<file path="src/rtl/audio_pkg.sv">
// Shared types for the audio sample buffer: sample/pair types and playback states.
package audio_pkg;

  localparam int CLK_AUDIO_HZ = 24_576_000;

  typedef logic signed [15:0] sample_t;

  typedef struct packed {
    sample_t l;
    sample_t r;
  } stereo_t;

  typedef enum logic [1:0] {
    FILL = 2'd0,
    PLAY = 2'd1,
    MUTE = 2'd2
  } buf_state_t;

endpackage

</file>
<file path="src/rtl/audio_sample_buffer_if.sv">
// Sample stream bundle between the I2S receiver side and the audio output side.
interface audio_sample_buffer_if #(
  parameter int AW = 3
);
  import audio_pkg::*;

  sample_t     in_l;
  sample_t     in_r;
  logic        in_valid;
  sample_t     out_l;
  sample_t     out_r;
  logic        out_strobe;
  logic [AW:0] level;
  logic        overflow;
  logic        underrun;
  logic        active;

  modport master (
    output in_l, in_r, in_valid,
    input  out_l, out_r, out_strobe, level, overflow, underrun, active
  );

  modport slave (
    input  in_l, in_r, in_valid,
    output out_l, out_r, out_strobe, level, overflow, underrun, active
  );

endinterface

</file>
<file path="src/rtl/audio_pair_fifo.sv">
// Circular buffer of stereo pairs with AW+1 bit pointers; a pop and a push in the
// same cycle on a full buffer both succeed because the pop frees the slot first.
module audio_pair_fifo
  import audio_pkg::*;
#(
  parameter int AW = 3
) (
  input  logic        clk,
  input  logic        reset_n,
  input  logic        push,
  input  stereo_t     push_data,
  input  logic        pop,
  input  logic        flush,
  output stereo_t     pop_data,
  output logic [AW:0] level,
  output logic        full,
  output logic        empty
);

  logic [AW:0] wr_ptr;
  logic [AW:0] rd_ptr;
  logic        push_ok;
  logic        pop_ok;
  stereo_t     mem [2**AW];

  assign level    = wr_ptr - rd_ptr;
  assign full     = level[AW];
  assign empty    = (wr_ptr == rd_ptr);
  assign push_ok  = push && (!full || pop) && !flush;
  assign pop_ok   = pop && !empty;
  assign pop_data = mem[rd_ptr[AW-1:0]];

  // Flush drops everything queued by pulling the read pointer up to the write pointer.
  always_ff @(posedge clk or negedge reset_n) begin
    if (!reset_n) begin
      wr_ptr <= '0;
      rd_ptr <= '0;
    end else begin
      if (push_ok) wr_ptr <= wr_ptr + (AW+1)'(1);
      if (flush) rd_ptr <= wr_ptr;
      else if (pop_ok) rd_ptr <= rd_ptr + (AW+1)'(1);
    end
  end

  always_ff @(posedge clk) begin
    if (push_ok) mem[wr_ptr[AW-1:0]] <= push_data;
  end

endmodule

</file>
<file path="src/rtl/audio_sample_buffer.sv">
// Elastic stereo buffer after the I2S receiver: replays pairs at a fixed CLK_AUDIO
// derived rate, hides underruns by holding the last pair and mutes a silent source.
module audio_sample_buffer
  import audio_pkg::*;
#(
  parameter int AW         = 3,
  parameter int DIV        = 512,
  parameter int MUTE_TICKS = 4800
) (
  input logic                  clk,
  input logic                  reset_n,
  audio_sample_buffer_if.slave bus
);

  localparam int          DW          = $clog2(DIV);
  localparam int          MW          = $clog2(MUTE_TICKS + 1);
  localparam logic [AW:0] START_LEVEL = (AW+1)'(2 ** (AW - 1));

  buf_state_t    state;
  buf_state_t    state_next;
  logic [DW-1:0] div_cnt;
  logic [MW-1:0] mute_cnt;
  logic          tick;
  logic          mute_due;
  logic          pop;
  logic          flush;
  logic          load_out;
  logic          zero_out;
  logic          set_underrun;
  logic [AW:0]   fifo_level;
  logic          fifo_full;
  logic          fifo_empty;
  stereo_t       push_data;
  stereo_t       pop_data;

  assign tick      = (div_cnt == DW'(DIV - 1));
  // A pair arriving on the deciding tick keeps the source alive.
  assign mute_due  = tick && !bus.in_valid && (mute_cnt >= MW'(MUTE_TICKS - 1));
  assign push_data = '{l: bus.in_l, r: bus.in_r};
  assign bus.level = fifo_level;

  audio_pair_fifo #(.AW(AW)) u_fifo (
    .clk       (clk),
    .reset_n   (reset_n),
    .push      (bus.in_valid),
    .push_data (push_data),
    .pop       (pop),
    .flush     (flush),
    .pop_data  (pop_data),
    .level     (fifo_level),
    .full      (fifo_full),
    .empty     (fifo_empty)
  );

  always_comb begin
    state_next   = state;
    pop          = 1'b0;
    flush        = 1'b0;
    load_out     = 1'b0;
    zero_out     = 1'b0;
    set_underrun = 1'b0;
    case (state)
      FILL: begin
        if (mute_due) begin
          state_next = MUTE;
          flush      = 1'b1;
          zero_out   = 1'b1;
        end else if (tick && (fifo_level >= START_LEVEL)) begin
          state_next = PLAY;
          pop        = 1'b1;
          load_out   = 1'b1;
        end
      end
      PLAY: begin
        if (mute_due) begin
          state_next = MUTE;
          flush      = 1'b1;
          zero_out   = 1'b1;
        end else if (tick) begin
          if (!fifo_empty) begin
            pop      = 1'b1;
            load_out = 1'b1;
          end else begin
            set_underrun = 1'b1;
            state_next   = FILL;
          end
        end
      end
      MUTE: begin
        if (tick) zero_out = 1'b1;
        if (bus.in_valid) state_next = FILL;
      end
      default: state_next = FILL;
    endcase
  end

  always_ff @(posedge clk or negedge reset_n) begin
    if (!reset_n) begin
      state          <= FILL;
      div_cnt        <= '0;
      mute_cnt       <= '0;
      bus.out_l      <= '0;
      bus.out_r      <= '0;
      bus.out_strobe <= 1'b0;
      bus.overflow   <= 1'b0;
      bus.underrun   <= 1'b0;
      bus.active     <= 1'b0;
    end else begin
      state          <= state_next;
      div_cnt        <= tick ? '0 : div_cnt + DW'(1);
      bus.out_strobe <= tick;
      bus.active     <= (state_next != MUTE);
      if (bus.in_valid) mute_cnt <= '0;
      else if (tick && (mute_cnt != MW'(MUTE_TICKS))) mute_cnt <= mute_cnt + MW'(1);
      if (load_out) begin
        bus.out_l <= pop_data.l;
        bus.out_r <= pop_data.r;
      end else if (zero_out) begin
        bus.out_l <= '0;
        bus.out_r <= '0;
      end
      if (set_underrun) bus.underrun <= 1'b1;
      if (bus.in_valid && fifo_full && !pop) bus.overflow <= 1'b1;
    end
  end

endmodule
</file>
<file path="src/flat_wrapper.sv">
// flat-port wrapper written by rule: the top's interface ports become plain ports
module audio_sample_buffer_flat import audio_pkg::*;
#(
  parameter int AW         = 3,
  parameter int DIV        = 512,
  parameter int MUTE_TICKS = 4800
)
  (clk, reset_n, bus_in_l, bus_in_r, bus_in_valid, bus_out_l, bus_out_r, bus_out_strobe, bus_level, bus_overflow, bus_underrun, bus_active);
  audio_sample_buffer_if #(.AW(AW)) bus_i ();
  input logic clk;
  input logic reset_n;
  input wire logic [$bits(bus_i.in_l)-1:0] bus_in_l;
  input wire logic [$bits(bus_i.in_r)-1:0] bus_in_r;
  input wire logic [$bits(bus_i.in_valid)-1:0] bus_in_valid;
  output wire logic [$bits(bus_i.out_l)-1:0] bus_out_l;
  output wire logic [$bits(bus_i.out_r)-1:0] bus_out_r;
  output wire logic [$bits(bus_i.out_strobe)-1:0] bus_out_strobe;
  output wire logic [$bits(bus_i.level)-1:0] bus_level;
  output wire logic [$bits(bus_i.overflow)-1:0] bus_overflow;
  output wire logic [$bits(bus_i.underrun)-1:0] bus_underrun;
  output wire logic [$bits(bus_i.active)-1:0] bus_active;
  assign bus_i.in_l = bus_in_l;
  assign bus_i.in_r = bus_in_r;
  assign bus_i.in_valid = bus_in_valid;
  assign bus_out_l = bus_i.out_l;
  assign bus_out_r = bus_i.out_r;
  assign bus_out_strobe = bus_i.out_strobe;
  assign bus_level = bus_i.level;
  assign bus_overflow = bus_i.overflow;
  assign bus_underrun = bus_i.underrun;
  assign bus_active = bus_i.active;
  audio_sample_buffer #(.AW(AW), .DIV(DIV), .MUTE_TICKS(MUTE_TICKS)) u_core (.clk(clk), .reset_n(reset_n), .bus(bus_i));
endmodule
</file>
<file path="config.mk">
export PLATFORM = sky130hd
export DESIGN_NAME = audio_sample_buffer_flat
export DESIGN_NICKNAME = d
export VERILOG_FILES = /design/src/rtl/audio_pkg.sv /design/src/rtl/audio_sample_buffer_if.sv /design/src/rtl/audio_pair_fifo.sv /design/src/rtl/audio_sample_buffer.sv /design/src/flat_wrapper.sv
export SDC_FILE = /design/constraint.sdc
export NUM_CORES = 1
export LEC_CHECK = 0
export BUFFER_PORTS_ARGS = -buffer_cell sky130_fd_sc_hd__buf_4
export CORE_AREA = 2 2 229 231
export CTS_CLUSTER_DIAMETER = 80
export DETAILED_ROUTE_END_ITERATION = 8
export DIE_AREA = 0 0 231 233
export RECOVER_POWER = 25
export SETUP_SLACK_MARGIN = 0.2
export SYNTH_ARGS = -nofsm -noshare
export SYNTH_HDL_FRONTEND = slang
export SYNTH_SLANG_ARGS = --single-unit
</file>
<file path="constraint.sdc">
create_clock -name clk -period 5.95 [get_ports clk]
set_input_delay 0.8925 -clock clk [delete_from_list [all_inputs] [get_ports clk]]
set_output_delay 0.8925 -clock clk [all_outputs]
set_load 0.01 [all_outputs]
</file>
======== Word level (Yosys, flattened, before mapping) ========
Memories as Yosys holds them, arrays and structs flattened.
Cells that the tools add are included.
storage, ports and cells
  register bits after elaboration ......... 68
  word-level logic and storage cells ...... 76
  memories kept ........................... 1
  memory bits (writable) .................. 256
  output and inout bits ................... 40
  bits of input ports ..................... 35
memories
  name               words  width  read ports  clocked after Yosys merged registers in  write ports  line                   source
  u_core.u_fifo.mem  8      32     1           0                                        1            audio_pair_fifo.sv:24  stereo_t mem [2**AW];
operators by class
  $add $sub $neg .......................... 5
  equality and inequality tests ........... 6
  muxes and demuxes ....................... 31
  magnitude comparators ................... 2
  reductions and logical operators ........ 20
operators by type and width
  cell                     number
  $mux W16                 3
  $mux W13                 2
  $mux W1                  14
  $add A13 B1 Y13 const B  1
  $ge A13 B13 Y1 const B   1
  $ne A13 B13 Y1 const B   1
  $mux W2                  6
  $add A9 B1 Y9 const B    1
  $eq A9 B9 Y1 const B     1
  $logic_and A1 B1 Y1      9
  $mux W9                  1
  $add A4 B1 Y4 const B    2
  $mux W4                  2
  $pmux W2 S3              1
  $reduce_bool A2 Y1       3
  $logic_not A1 Y1         5
  $eq A4 B4 Y1             1
  $ge A4 B3 Y1 const B     1
  $pmux W1 S2              2
  $sub A4 B4 Y4            1
  $eq A2 B1 Y1 const B     1
  $eq A2 B2 Y1 const B     1
  $logic_not A2 Y1         1
  $ne A2 B2 Y1 const B     1
  other kinds (2)          2

======== Logic depth before layout (Yosys ltp) ========
Gate-level depths: netlist (run 1).
  depth after elaboration ................. 11
  depth in mapped cells ................... 11
  depth with buffers taken out ............ 9

======== By module ========
Synthesis (run 1) repeated with hierarchy kept, for this count alone.
second synthesis, totals
  cell total of the unflattened synthesis .. 727
  area, all modules ....................... 12869.8 um^2
modules (own cells, without submodules)
  module               instances  seq. area each (um^2)  area each (um^2)  cells an instance
  audio_pair_fifo      1          7887.6                 10286.1           509
  audio_sample_buffer  1          1501.4                 2583.7            218

======== Worst setup path after synthesis (run 1) ========
Ideal clock, no wire load.
  kind .................................... register -> register
  start ................................... register u_core.u_fifo.rd_ptr[1]
  end ..................................... memory u_core.u_fifo.mem[0][0] in the netlist's numbering (enable)
  setup time .............................. 0.501 ns
  data arrival time ....................... 5.202 ns
  path buffers ............................ 2
  slack ................................... 0.247 ns
  stages on the path, launching flop included .. 11
  period minus slack after synthesis ...... 5.703 ns
  required time ........................... 5.449 ns
  cell sequence ........................... dfrtp_1 -> buf_1 -> clkbuf_1 -> inv_1 -> ha_1 -> nand2_1 -> o21ai_0 -> xnor2_1 -> nand2b_1 -> nand2_1 -> nor4_1
on the way
  cells in the longest elaborated chain, start to end .. 11
  elaborated cells between the ends (all ways) .. 16
  classes of those cells .................. 1 x add/sub; 1 x order compare; 1 x eq/ne; 8 x mux; 5 x reduce/logical
ends and longest elaborated chain
  what                                   line                       source
  start, declared                        audio_pair_fifo.sv:21      logic [AW:0] rd_ptr;
  start signal, assigned                 audio_pair_fifo.sv:40      if (flush) rd_ptr <= wr_ptr;
  start signal, assigned                 audio_pair_fifo.sv:41      else if (pop_ok) rd_ptr <= rd_ptr + (AW+1)'(1);
  $sub A4 B4 Y4 (*)                      audio_pair_fifo.sv:26      assign level = wr_ptr - rd_ptr;
  named net u_core.fifo_full             audio_sample_buffer.sv:31  logic fifo_full;
  $ge A4 B3 Y1                           audio_sample_buffer.sv:68  end else if (tick && (fifo_level >= START_LEVEL)) begin
  $logic_and A1 B1 Y1                    audio_sample_buffer.sv:68
  $mux W1                                audio_sample_buffer.sv:68
  $mux W1                                audio_sample_buffer.sv:64  if (mute_due) begin
  $pmux W1 S2                            audio_sample_buffer.sv:62  case (state)
  $logic_or A1 B1 Y1 (*)                 audio_pair_fifo.sv:29      assign push_ok = push && (!full || pop) && !flush;
  $logic_and A1 B1 Y1 (*) (2 in series)  audio_pair_fifo.sv:29
  $mux W1 (*)                            audio_pair_fifo.sv:46      if (push_ok) mem[wr_ptr[AW-1:0]] <= push_data;
  $mux W1 (implied by the code) (*)      audio_pair_fifo.sv:46
  end, declared                          audio_pair_fifo.sv:24
Mark *: on every way through the listed nets, which the timed path passes. The rest lies on a longest branch.

======== Worst setup path in the final report (run 1) ========
  start ................................... register u_core.u_fifo.rd_ptr[1]
  end ..................................... memory u_core.u_fifo.mem[5][1] in the netlist's numbering (enable)
on the way
  cells in the longest elaborated chain, start to end .. 11
  elaborated cells between the ends (all ways) .. 16
  classes of those cells .................. 1 x add/sub; 1 x order compare; 1 x eq/ne; 8 x mux; 5 x reduce/logical
ends and longest elaborated chain
  what                                   line
  $sub A4 B4 Y4                          audio_pair_fifo.sv:26
  $ge A4 B3 Y1                           audio_sample_buffer.sv:68
  $logic_and A1 B1 Y1                    audio_sample_buffer.sv:68
  $mux W1                                audio_sample_buffer.sv:68
  $mux W1                                audio_sample_buffer.sv:64
  $pmux W1 S2                            audio_sample_buffer.sv:62
  $logic_or A1 B1 Y1 (*)                 audio_pair_fifo.sv:29
  $logic_and A1 B1 Y1 (*) (2 in series)  audio_pair_fifo.sv:29
  $mux W1 (*)                            audio_pair_fifo.sv:46
  $mux W1 (implied by the code) (*)      audio_pair_fifo.sv:46
Every way passes the cells marked *; elsewhere a longest branch is shown, timed or not.

==> metrics.yaml, run 1 <==
logic_synthesis:
  synth_edf_count: 256
  yosys.area.top_type: "edfxtp_1"
  syn_inst: 647
  ys_seq_area_share_pct: 74.09
  synth_cell_type_count: 49
  yosys_warnings: 0
  synth_fp_nets: 692
  ys_ff_latch: 324
  synthArstFlopShare_pct: 20.99
  synth-main-ff-cell: "edfxtp_1"
  synth.top_cell.area_share_pct: 60.66
  syn-cell-area_um2: 12670
  syn-mean-instance-area_um2: 19.59
  yosys-top-cells-area: "edfxtp_1 61%, dfrtp_1 13%, mux4_2 11%, mux2i_1 2.6%, o2bb2ai_1 2.1%"
  yosysMostFrequentCell: "edfxtp_1"
  synth_commonest_cells: "256 x edfxtp_1, 68 x dfrtp_1, 64 x mux4_2"
pwr:
  internal_power_uw: 4206
  p_switching_uw: 1430
  ir_drop_mv: 0.2087
  finalPower_uw: 5636
  seqPwrFrac_pct: 49.8
  power_leakage_uw: 0.005237
  clkPwrFrac_pct: 38.4
  comb_power_share_pct: 11.9
  power.density_nw_per_um2: 371.1
  netSwitchingFraction_pct: 25.38
clock_tree:
  cts_htree_levels: 2
  clock_sinks: 324
  postCtsSetupRepairBufs: 0
  cts_resized: 0
  cts-buffers-inserted: 37
  cts_buffer_depth: 3
  clk_latency_ns: 0.52
  hold_buffers: 0
  path_clk_slew_ns: 0.06
  cts_root_buffer: "clkbuf_16"
  cts_tree: "built"
final_layout:
  area_growth_pct: 19.85
  drive_above_1_share_pct: 27.33
  final_area_um2: 15190
  fillers: 5035
  num_antenna_cells: 0
  nets: 789
sta:
  setup_viol_count_final: 0
  max_freq_mhz: 237.2
  worst_pin_slew_ns: 1.166
  rsz0062_at_grt: "no"
  setup_tns_ns: 0
  drv_slew: 0
  final_hold_viol_count: 0
  fin_crit_ns: 4.215
  fin_skew_ns: 0.01245
  slew-limit-headroom_pct: 22.08
  min_period_over_period_pct: 70.85
detailed_routing:
  postRouteAntennaNets: 0
  drc_errors: 0
  wl_um: 27250
  first_pass_iters: 5
  wl_per_cell_um: 18.77
  drt_iter0_markers: 409
  vias_per_cell: 4.326
  vias: 6282
setup_path:
  path_delay_family: "simple AND/OR/NAND/NOR gates"
  worst_setup_path_start_kind: "flop"
  end_kind: "flop"
  cp.required_ns: 6.12
  worstPathArrival_ns: 4.39
  crit_path_cell_trace: "inv_1, ha_1, nand2_1, o21ai_0, xnor2_1, nand2b_1, nand2_1, nor3_2, buf_4"
  slowest_delay_ns: 1.10
  slowest_stage: "dfrtp_4"
  cpMostUsedCell: "nand2_1"
  cp_max_fo: 69
  path_class: "reg -> reg"
  cp_num_buf_inv: 2
placed_design:
  io_buffers: 74
  place_area_um2: 14110
  dp_hpwl_um: 15880
  gp_congestion: 0.7416
floorplan:
  die_width_um: 231
  die_area_um2: 53820
  initial_utilization_pct: 24.80
  core_area_um2: 51090
  ios: 75
  rows: 83
  die_height_um: 233
global_routing:
  grt_overflow: 0
  antenna_found_initial: 2
  grt_pass1_wl_um: 42190
  grt_pass1_vias: 6835
  grt_max_degree: 70
  gr-usage-all-layers_pct: 10.37
status:
  status: "finished, final reports clean"
worst_hold_path:
  hold_path_class: "reg -> reg"
job:
  cap_violations: 0
cells by family after synthesis:
family,after synthesis,share of synthesized area (%)
AOI/OAI and AO/OA,65,4.206
and+or+nand+nor,85,3.505
DFF,324,74.09
adders and majority gates,10,1.047
muxes,98,14.07
xor gates and xnor gates,21,1.451
buffers and inverters,44,1.629
cells in the final DEF (no fill, tap or decap), types with 12 or more instances in the layout:
cell type  instances
edfxtp_1         256
dfrtp_1           66
mux4_2            64
buf_4             64
clkbuf_16         39
mux2i_1           33
o2bb2ai_1         30
clkbuf_1          28
nor2_1            22
inv_1             13
nand2_1           13
clkinv_2          13
xnor2_1           12
path summary, 6_finish.rpt:
kind	slack, ns	endpoint	cells after the start	start
max	1.73	u_core.u_fifo.mem[5][1]	9	u_core.u_fifo.rd_ptr[1]
max in group asynchronous	4.67	u_core.u_fifo.rd_ptr[1]	1	reset_n
min reg2reg	0.45	u_core.div_cnt[0]	1	u_core.div_cnt[0]
max reg2reg	1.73	u_core.u_fifo.mem[5][1]	9	u_core.u_fifo.rd_ptr[1]
min	0.45	u_core.div_cnt[0]	1	u_core.div_cnt[0]
min in group asynchronous	0.53	u_core.mute_cnt[3]	1	reset_n
worst reg2reg max path, cell delays in order, from the launching register on:
cell and delay [ns]:
dfrtp_4 1.10, inv_1 0.12, ha_1 0.32, nand2_1 0.06, o21ai_0 0.22, xnor2_1 0.28
nand2b_1 0.27, nand2_1 0.20, nor3_2 0.78, buf_4 0.51
sequential cells by signal (all words and copies together) (netlist names), 2 cells and up:
signal,flops
u_core.bus.out_r,16
u_core.state,2
u_core.u_fifo.mem,256
u_core.bus.out_l,16
u_core.u_fifo.wr_ptr,4
u_core.u_fifo.rd_ptr,4
u_core.div_cnt,9
u_core.mute_cnt,13
layout make-up:
type | count | area, um2 | area share, %
timing repair buffer | 88 | 570.5 | 3.757
inverter | 14 | 52.55 | 0.3460
clock inverter | 23 | 160.2 | 1.055
clock buffer | 44 | 1005 | 6.616
sequential | 324 | 9397 | 61.87
multi-input combinational | 279 | 3152 | 20.75
tap | 680 | 850.8 | 5.602
through the flow:
stage,hold slack [ns],utilization (%),setup slack [ns],std cells
after floorplan,0.4174,-,0.2465,647
after global placement,0.4311,27.62,1.659,1385
after detailed placement,0.4411,27.62,1.546,1385
after CTS,0.4494,29.90,1.527,1452
after global routing,0.4722,29.72,1.274,1452
final,0.4470,29.72,1.735,1452
metal layers:
metal	global-route usage (%)	vias up	wire length, um
met2	17.23	140	13110
met4	3.105	2	540
li1	-	2809	-
met5	0	-	13
met1	13.64	3287	12210
met3	2.120	44	1384
power by group through the flow:
stage          clock network (uW)  logic (uW)  registers (uW)
5_1_grt                      2320         735            2830
3_3_place_gp                    0         680            2840
6_report                     2160         669            2800
3_5_place_dp                    0         691            2850
2_1_floorplan                   0         414            2820
4_1_cts                      2220         695            2810
Power figures use the tool's default switching activity.
==> run 2: changes to the inputs <==
==> constraint.sdc (replaced) <==
create_clock -name clk -period 3.4 [get_ports clk]
set_input_delay 0.51 -clock clk [delete_from_list [all_inputs] [get_ports clk]]
set_output_delay 0.51 -clock clk [all_outputs]
set_load 0.01 [all_outputs]
==> run 2 against run 1 <==
Net effect:
- die area is the same
- via count grew 0.48%
- combinational power grew 110%
- worst hold slack lost 0.27 ns
- sequential power grew 74%
- sequential cell count is the same
- critical endpoint is now u_core.u_fifo.mem[0][10]
- count of clock-buffer cells in the layout is the same
- register-to-register slack lost 1.2 ns
- critical path depth is the same
- maximum frequency grew 46%
==> metrics.yaml, run 2 (synthesis results as in run 1) <==
setup_path:
  critPathLaunch: "u_core.u_fifo.wr_ptr[2]"
  path_class: "reg -> reg"
  cp.required_ns: 3.60
  worst_setup_path_start_kind: "flop"
  worstPathArrival_ns: 3.09
  rr_startpoint: "u_core.u_fifo.wr_ptr[2]"
  cp_max_fo: 32
  end_kind: "flop"
floorplan:
  ios: 75
  die_area_um2: 53820
  die_height_um: 233
  rows: 83
  die_width_um: 231
  initial_utilization_pct: 24.80
  core_area_um2: 51090
final_layout:
  layout_common_cells: "256 x edfxtp_1, 67 x buf_4, 66 x dfrtp_1"
  drive_above_1_share_pct: 28.41
  multi_input_area_um2: 3251
  largest_reg_flops: 256
  area_growth_pct: 21.51
  fillers: 5022
  nets: 796
  layout_commonest_cell: "edfxtp_1"
  register_area_um2: 9394
  utilization_pct: 30.14
  layout.cells.non_filler: 1459
global_routing:
  antenna_found_initial: 6
  grt_pass1_vias: 6576
  grt_pass1_wl_um: 41860
  grt_max_degree: 69
  gr-usage-all-layers_pct: 10.32
  grt_overflow: 0
sta:
  max_freq_mhz: 345.9
  final_hold_viol_count: 0
  min_period_over_period_pct: 85.03
  setup_ws_ns: 0.5090
  drv_slew: 0
  slew-limit-headroom_pct: 32.05
  worst_pin_slew_ns: 1.019
  fin_skew_ns: 0.03035
  rsz0062_at_grt: "no"
  setup_viol_count_final: 0
  fin_crit_ns: 2.891
  holdWs_ns: 0.1724
detailed_routing:
  vias: 6312
  wl_um: 27560
  first_pass_iters: 5
  drc_errors: 0
  drt_iter0_markers: 430
  vias_per_cell: 4.326
  wl_per_cell_um: 18.89
  postRouteAntennaNets: 0
placed_design:
  dp_hpwl_um: 16080
  dp_cells: 1393
  dp_slack_ns: 0.5271
  gp_congestion: 0.7607
  io_buffers: 74
job:
  cap_violations: 0
status:
  status: "finished, final reports clean"
pwr:
  ir_drop_mv: 0.3087
  power.density_nw_per_um2: 655.0
  finalPower_uw: 10090
  power_leakage_uw: 0.005298
clock_tree:
  hold_buffers: 0
  postCtsSetupRepairBufs: 0
  clk_latency_ns: 0.53
  path_clk_slew_ns: 0.07
  cts_htree_levels: 2
  cts_root_buffer: "clkbuf_16"
  cts_buffer_depth: 3
  cts-buffers-inserted: 36
  clock_sinks: 324
  cts_tree: "built"
  cts_resized: 0
worst_hold_path:
  hold_path_class: "in -> async"
## run 2: power breakdown
part	internal (uW)	switching (uW)	leakage (uW)
sequential	4750	119	0.00322
clock	2280	1560	0.000569
combinational	504	880	0.00151
## run 2: final timing paths
check | endpoint | slack, ns | depth (start not counted)
worst min register to register | u_core.div_cnt[0] | 0.45 | 1
worst min-delay path | u_core.mute_cnt[10] | 0.17 | 1
worst max register to register | u_core.u_fifo.mem[0][10] | 0.51 | 9
max in group asynchronous | u_core.u_fifo.rd_ptr[0] | 2.49 | 1
min in group clk | u_core.u_fifo.mem[2][3] | 0.23 | 1
worst max-delay path | u_core.u_fifo.mem[0][10] | 0.51 | 9
## run 2: layer usage
layer  wire length (um)  up-vias  global-route usage [%]
met5                 50        -                       0
met4                486        8                   2.520
met3               1624       46                   2.941
met2              13380      136                   16.70
met1              12020     3297                   13.66
li1                   -     2825                       -
## run 2: critical path: stages (launching register included)
cell      delay [ns]
dfrtp_1         0.60
ha_4            0.30
nand2_1         0.10
nor3_1          0.05
buf_4           0.17
a21oi_2         0.22
nand2b_1        0.27
nand2_2         0.19
nor4_4          0.37
buf_12          0.28
## run 2: final cells by class
class,instances,area share [%]
Antenna cell,1,0.01625
Clock buffer,44,6.045
Clock inverter,21,1.536
Inverter,14,0.3656
Multi-Input combinational cell,279,21.11
Sequential cell,324,61.01
Tap cell,680,5.525
Timing Repair Buffer,96,4.396
## run 2: metrics by stage
step                      instance area (um2)  setup TNS [ns]
after CTS                               15490               0
final                                   15400               0
after floorplan                         12860          -3.046
after global placement                  14320               0
after global routing                    15400               0
after detailed placement                14320               0
